--- src/rtl/bcd_to_bin_seq.sv ---
// Packed BCD (N_DIGIT+1 digits) to binary, one digit per clock MSD first; result after ND clocks.
// Valid/ready both sides: accepts only in IDLE, result held in DONE until out_ready.
module bcd_to_bin_seq #(
    parameter int N_DIGIT = 4
) (
    input  logic                                    clk,
    input  logic                                    rst_n,
    input  logic                                    in_valid,
    output logic                                    in_ready,
    input  logic [N_DIGIT*4+3:0]                    bcd_in,
    output logic                                    out_valid,
    input  logic                                    out_ready,
    output logic [$clog2(10**(N_DIGIT+1))-1:0]      bin_out,
    output logic                                    err
);

    localparam int ND    = N_DIGIT + 1;
    localparam int BIN_W = $clog2(10**ND);
    localparam int CNT_W = $clog2(ND + 1);
    localparam logic [CNT_W-1:0] CNT_LAST = CNT_W'(ND - 1);

    typedef enum logic [1:0] {
        IDLE = 2'd0,
        CONV = 2'd1,
        DONE = 2'd2
    } state_t;

    state_t             state_q, state_d;
    logic [ND*4-1:0]    sr_q, sr_d;
    logic [BIN_W-1:0]   acc_q, acc_d;
    logic [CNT_W-1:0]   cnt_q, cnt_d;
    logic               err_q, err_d;
    logic [BIN_W-1:0]   bin_q, bin_d;
    logic               eout_q, eout_d;

    logic [3:0]         digit;
    logic [BIN_W-1:0]   acc_nxt;
    logic               err_nxt;

    // Invalid inputs may wrap the accumulator; the result is zeroed on error.
    assign digit   = sr_q[ND*4-1 -: 4];
    assign acc_nxt = (acc_q << 3) + (acc_q << 1) + {{(BIN_W-4){1'b0}}, digit};
    assign err_nxt = err_q | (digit > 4'd9);

    always_comb begin
        state_d = state_q;
        sr_d    = sr_q;
        acc_d   = acc_q;
        cnt_d   = cnt_q;
        err_d   = err_q;
        bin_d   = bin_q;
        eout_d  = eout_q;
        case (state_q)
            IDLE: begin
                if (in_valid) begin
                    sr_d    = bcd_in;
                    acc_d   = '0;
                    cnt_d   = '0;
                    err_d   = 1'b0;
                    state_d = CONV;
                end
            end
            CONV: begin
                acc_d = acc_nxt;
                sr_d  = sr_q << 4;
                cnt_d = cnt_q + CNT_W'(1);
                err_d = err_nxt;
                if (cnt_q == CNT_LAST) begin
                    bin_d   = err_nxt ? '0 : acc_nxt;
                    eout_d  = err_nxt;
                    state_d = DONE;
                end
            end
            DONE: begin
                if (out_ready) begin
                    state_d = IDLE;
                end
            end
            default: begin
                state_d = IDLE;
            end
        endcase
    end

    always_ff @(posedge clk or negedge rst_n) begin
        if (!rst_n) begin
            state_q <= IDLE;
            sr_q    <= '0;
            acc_q   <= '0;
            cnt_q   <= '0;
            err_q   <= 1'b0;
            bin_q   <= '0;
            eout_q  <= 1'b0;
        end else begin
            state_q <= state_d;
            sr_q    <= sr_d;
            acc_q   <= acc_d;
            cnt_q   <= cnt_d;
            err_q   <= err_d;
            bin_q   <= bin_d;
            eout_q  <= eout_d;
        end
    end

    assign in_ready  = (state_q == IDLE);
    assign out_valid = (state_q == DONE);
    assign bin_out   = bin_q;
    assign err       = eout_q;

endmodule
--- config.mk ---
export PLATFORM = sky130hd
export DESIGN_NAME = bcd_to_bin_seq
export DESIGN_NICKNAME = d
export VERILOG_FILES = /design/src/rtl/bcd_to_bin_seq.sv
export SDC_FILE = /design/constraint.sdc
export NUM_CORES = 1
export LEC_CHECK = 0
export BUFFER_PORTS_ARGS = -buffer_cell sky130_fd_sc_hd__buf_2
export CORE_UTILIZATION = 50
export DETAILED_ROUTE_END_ITERATION = 6
export PLACE_DENSITY = 0.75
export SKIP_LAST_GASP = 1
export SLEW_MARGIN = 20
export SYNTH_ARGS = -nofsm -noshare
export SYNTH_HDL_FRONTEND = slang
export SYNTH_SLANG_ARGS = --single-unit
--- constraint.sdc ---
create_clock -name clk -period 8.2 [get_ports clk]
set_clock_uncertainty 0.15 [all_clocks]
set_input_delay 1.23 -clock clk [delete_from_list [all_inputs] [get_ports clk]]
set_output_delay 1.23 -clock clk [all_outputs]
set_load 0.02 [all_outputs]
; ---- Word level (Yosys, flattened, before mapping)
; Index checks and enable logic that the tools add are counted.
[classes]
magnitude_cmp = 1
addsub = 3
reduce_logical = 5
mux = 13
eq_ne = 6
n_bitwise = 1
[ops]
columns = operator, n
row1 = 20-bit one-hot mux with 2 select lines, 1
row2 = 16-bit one-hot mux with 2 select lines, 1
row3 = 20-bit 2-to-1 mux, 1
row4 = 17-bit adder, 1
row5 = 17-bit by 4-bit adder with 17-bit output, 1
row6 = 17-bit 2-to-1 mux, 1
row7 = 16-bit 2-to-1 mux, 1
row8 = 2-bit 2-to-1 mux, 3
row9 = 2-bit one-hot mux with 3 select lines, 1
row10 = 3-bit one-hot mux with 2 select lines, 1
row11 = "4-bit > comparator, second input constant", 1
row12 = "2-bit != test, second input constant", 2
row13 = 2-bit AND reduction, 2
row14 = "3-bit by 1-bit adder with 3-bit output, second input constant", 1
row15 = "3-bit equality test, second input constant", 1
row16 = 3-bit 2-to-1 mux, 1
row17 = 3-bit AND reduction, 1
row18 = "2-bit by 1-bit equality test with 1-bit output, second input constant", 1
row19 = "2-bit equality test, second input constant", 1
row20 = 2-bit zero test, 1
row21 = "2-bit by 1-bit != test with 1-bit output, second input constant", 1
row22 = 1-bit one-hot mux with 2 select lines, 1
row23 = 2-bit nonzero test, 1
row24 = 1-bit 2-to-1 mux, 1
row25 = 1-bit bitwise OR, 1
[totals]
register_bits = 60
output_inout_bits = 20
in_bits = 24
elab_cells = 36

; ---- Longest topological paths before layout
[depth]
ltp_word = 3
depth_mapped = 9

; ---- Least setup slack after synthesis
; OpenSTA, ideal clock, no wires.
[synth_timing]
path_kind = register -> register
start = reg sr_q[19]
end = reg bin_q[16] (netlist: bin_out[16])
n_path_buf = 0
slack_ns = 5.414
t_required_ns = 7.928
path_stages_with_launch = 9
t_arrival_ns = 2.514
path_cell_list = dfrtp_1 -> inv_1 -> fa_1 -> fa_1 -> nand2b_1 -> a21o_1 -> a2111o_1 -> a31o_1 -> a32o_1
[synth_between]
elab_chain_cells = 3
elab_cells_between_ends = 4
cone_classes = add/sub (1) / order compare (1) / mux (1) / bitwise (1)
[synth_rtl]
columns = element, line
row1 = start: declaration, 29  ; logic [ND*4-1:0] sr_q, sr_d;
row2 = start signal: assignment, 96  ; sr_q <= sr_d;
row3 = branches (longest 2 deep; another with 17-bit by 4-bit adder with 17-bit output), --
row4 = 17-bit 2-to-1 mux *, 69  ; bin_d = err_nxt ? '0 : acc_nxt;
row5 = end signal: assignment, 100  ; bin_q <= bin_d;
row6 = end: declaration, 33  ; logic [BIN_W-1:0] bin_q, bin_d;
; Every way passes the cells marked *.
; A chain may end at the register's enable or synchronous reset.

; ---- Worst setup path after layout
[layout_timing]
start = reg state_q[0]
end = reg bin_q[10] (netlist: bin_out[10])
[layout_between]
elab_chain_cells = 2
[layout_rtl]
columns = element, line
row1 = start: declaration, 28  ; state_t state_q, state_d;
row2 = start signal: assignment, 95  ; state_q <= state_d;
row3 = 2-bit by 1-bit equality test with 1-bit output, 53  ; case (state_q)
row4 = 2-bit AND reduction (no source line), --
; No other way between the ends.

==> impl_metrics.tcl <==
set metrics [dict create \
    drc_errors 0 \
    vdd_ir_drop_max_mv 0.165 \
    hold_viol 0 \
    ys_types 44 \
    tns_ns 0 \
    dieArea_um2 7380 \
    synth_top_flop_cell "dfrtp_1" \
    drt_iter0_markers 127 \
    post_cts_resized 0 \
    cp-start-kind "flop" \
    slowest_delay_ns 0.96 \
    areaGrowthSynthToFinish_pct 13.6 \
    grtUsageTotal 0.234 \
    path_delay_family "simple AND/OR/NAND/NOR gates" \
    rows 30 \
    gp_congestion 0.889 \
    worst_setup_path_end_kind "flop" \
    avgSynthCellArea_um2 9.95 \
    cts_root_buffer "clkbuf_8" \
    wl_per_cell_um 16.1 \
    fillers 601 \
    grt_pass1_vias 2813 \
    max_slew_margin 0.288 \
    min_period_ns 3.42 \
    pin_count 44 \
    worstPathMaxFanout 29 \
    core_um2 6790 \
    status "complete, no violations" \
    die_w_um 85.9 \
    drt_pass1_iterations 4 \
    worstPathArrival_ns 3.55 \
    slew_violations 0 \
    rsz0062_at_grt "false" \
    p_per_area_nw_per_um2 463 \
    overflow 0 \
    port_buffers 43 \
    clkLatencyLatePin_ns 0.34 \
    die_y_um 85.9 \
    cts_sinks 60 \
    synth_edf_count 0 \
    synth_seq_cells 60 \
    grt_max_degree 61 \
    multi_input_area_um2 1880 \
    yosysWarnings 0 \
    crit_chain "nand4b_1 > nor3_2 > buf_4 > o2111a_1 > a221o_1" \
    start_util 0.518 \
    async_flop_share 1.00 \
    dp_hpwl_mm 5.42 \
    cpMaxStageDelayCell "nand4b_1" \
    critical_path_class "reg2reg" \
    via_per_inst 5.82 \
    required_ns 8.33 \
    period_share 0.417 \
    synthesis.nets 410 \
    antenna_found_initial 0 \
    cts_buffer_depth 2 \
    ctsHoldBuffers 0 \
    cts_buffers 9 \
    syn_area_um2 3520 \
    cts_tree "built" \
    place_area_um2 3800 \
    seq_area_frac_synth 0.426 \
    wl_mm 7.88 \
    leakage_nw 1.87 \
    ant_nets 0 \
    post-cts-setup-buffers 0 \
    cts.clk_slew.worst_paths_ns 0.07 \
    worstMarginPinSlew_ns 1.06 \
    final_area_um2 4000 \
    nets 445 \
    max_freq_mhz 292 \
    htree_levels 3 \
    path_buf_inv 1 \
    n_antenna_cell 0 \
    regArea_um2 1500 \
    setup-violations-final 0 \
    num_vias 2854 \
    netlist_instances 354 \
    drive_gt1_frac 0.170 \
    max_cap_violations 0 \
    min_path_type "reg2reg" \
    grt_first_pass_wirelength_mm 13.4 \
]
logic make-up (layout without fill, tap and decap cells):
logic type               count (synthesis)  in the layout  synth area share
multiplexers                             3              3           0.00853
AO/OA/AOI/OAI                          133            133             0.258
adder cells (fa/ha/maj)                 32             32             0.118
AND/OR/NAND/NOR                         84             84             0.132
buffers and inverters                   35             75            0.0398
XOR/XNOR                                 7              7            0.0174
flip-flops                              60             60             0.426
cells in the mapped netlist, types with 7 or more instances:
cell      instances  area, um2
a21oi_1          34        170
inv_1            11       41.3
nor2b_1          22        138
buf_2             7       35.0
a22oi_1          17        128
a22o_1           18        158
dfrtp_1          60       1500
clkbuf_1         16       60.1
a32o_1           11        110
nand2_1          18       67.6
ha_1             30        375
nor2_1            9       33.8
o21ai_0          33        165
worst register-to-register path: stages, from the launching register on:
cell and delay [ns]:
dfrtp_1 0.83, nand4b_1 0.96, nor3_2 0.82, buf_4 0.30, o2111a_1 0.20, a221o_1 0.10
path summary, 6_finish.rpt:
kind / startpoint / end / slack [ns] / cells after the start
worst min-delay path: bin_out[11] / bin_out[11] / 0.34 / 1
worst min register to register: bin_out[11] / bin_out[11] / 0.34 / 1
max in group asynchronous: rst_n / sr_q[16] / 6.51 / 2
min in group asynchronous: rst_n / bin_out[6] / 0.88 / 2
worst max-delay path: state_q[0] / bin_out[10] / 4.78 / 5
worst max register to register: state_q[0] / bin_out[10] / 4.78 / 5
power breakdown:
group	switching, W	total, W	leakage [nW]	internal [W]
clock	0.000116	0.000272	0.102	0.000156
sequential	0.000120	0.000543	0.770	0.000422
combinational	0.000593	0.00104	1.00	0.000445
cells in the final DEF, fill, tap and decap left out, types with 9 or more instances in the layout:
master    instances
clkbuf_8         11
o21ai_0          33
dfrtp_1          60
ha_1             30
a22oi_1          17
buf_2            43
inv_1            11
nand2_1          18
nor2b_1          21
a21oi_1          34
nor2_1            9
a32o_1           11
a22o_1           18
per-stage QoR:
| step | setup WS (ns) | util | total power, W | instances | hold WS, ns |
|---|---|---|---|---|---|
| finish | 4.78 | 0.589 | 0.00185 | 490 | 0.344 |
| global route | 4.58 | 0.589 | 0.00201 | 490 | 0.368 |
| CTS | 4.83 | 0.589 | 0.00186 | 490 | 0.346 |
| detailed placement | 4.82 | 0.559 | 0.00158 | 474 | 0.331 |
| global placement | 4.93 | 0.559 | 0.00154 | 474 | 0.332 |
| floorplan | 5.41 | - | 0.00133 | 354 | 0.317 |
final cells by class:
cell class,instances,area share
Inverter,11,0.0103
Tap cell,96,0.0300
Multi-Input combinational cell,259,0.471
Sequential cell,60,0.375
Clock inverter,4,0.0119
Clock buffer,12,0.0388
Timing Repair Buffer,48,0.0632
sequential cells by signal, indices dropped and copies added, names as in the netlist:
signal,flops
acc_q,16
bin_out,17
cnt_q,3
err,1
err_q,1
sr_q,20
state_q,2
routing by layer:
layer | track usage | vias up | routed length, um | part of all wire
met2 | 0.366 | 79 | 3680 | 0.47
met5 | 0 | - | 0 | 0
met4 | 0.0879 | 0 | 121 | 0.015
li1 | - | 1393 | - | -
met1 | 0.313 | 1371 | 3680 | 0.47
met3 | 0.0587 | 11 | 403 | 0.051
Power figures use the tool's default switching activity.
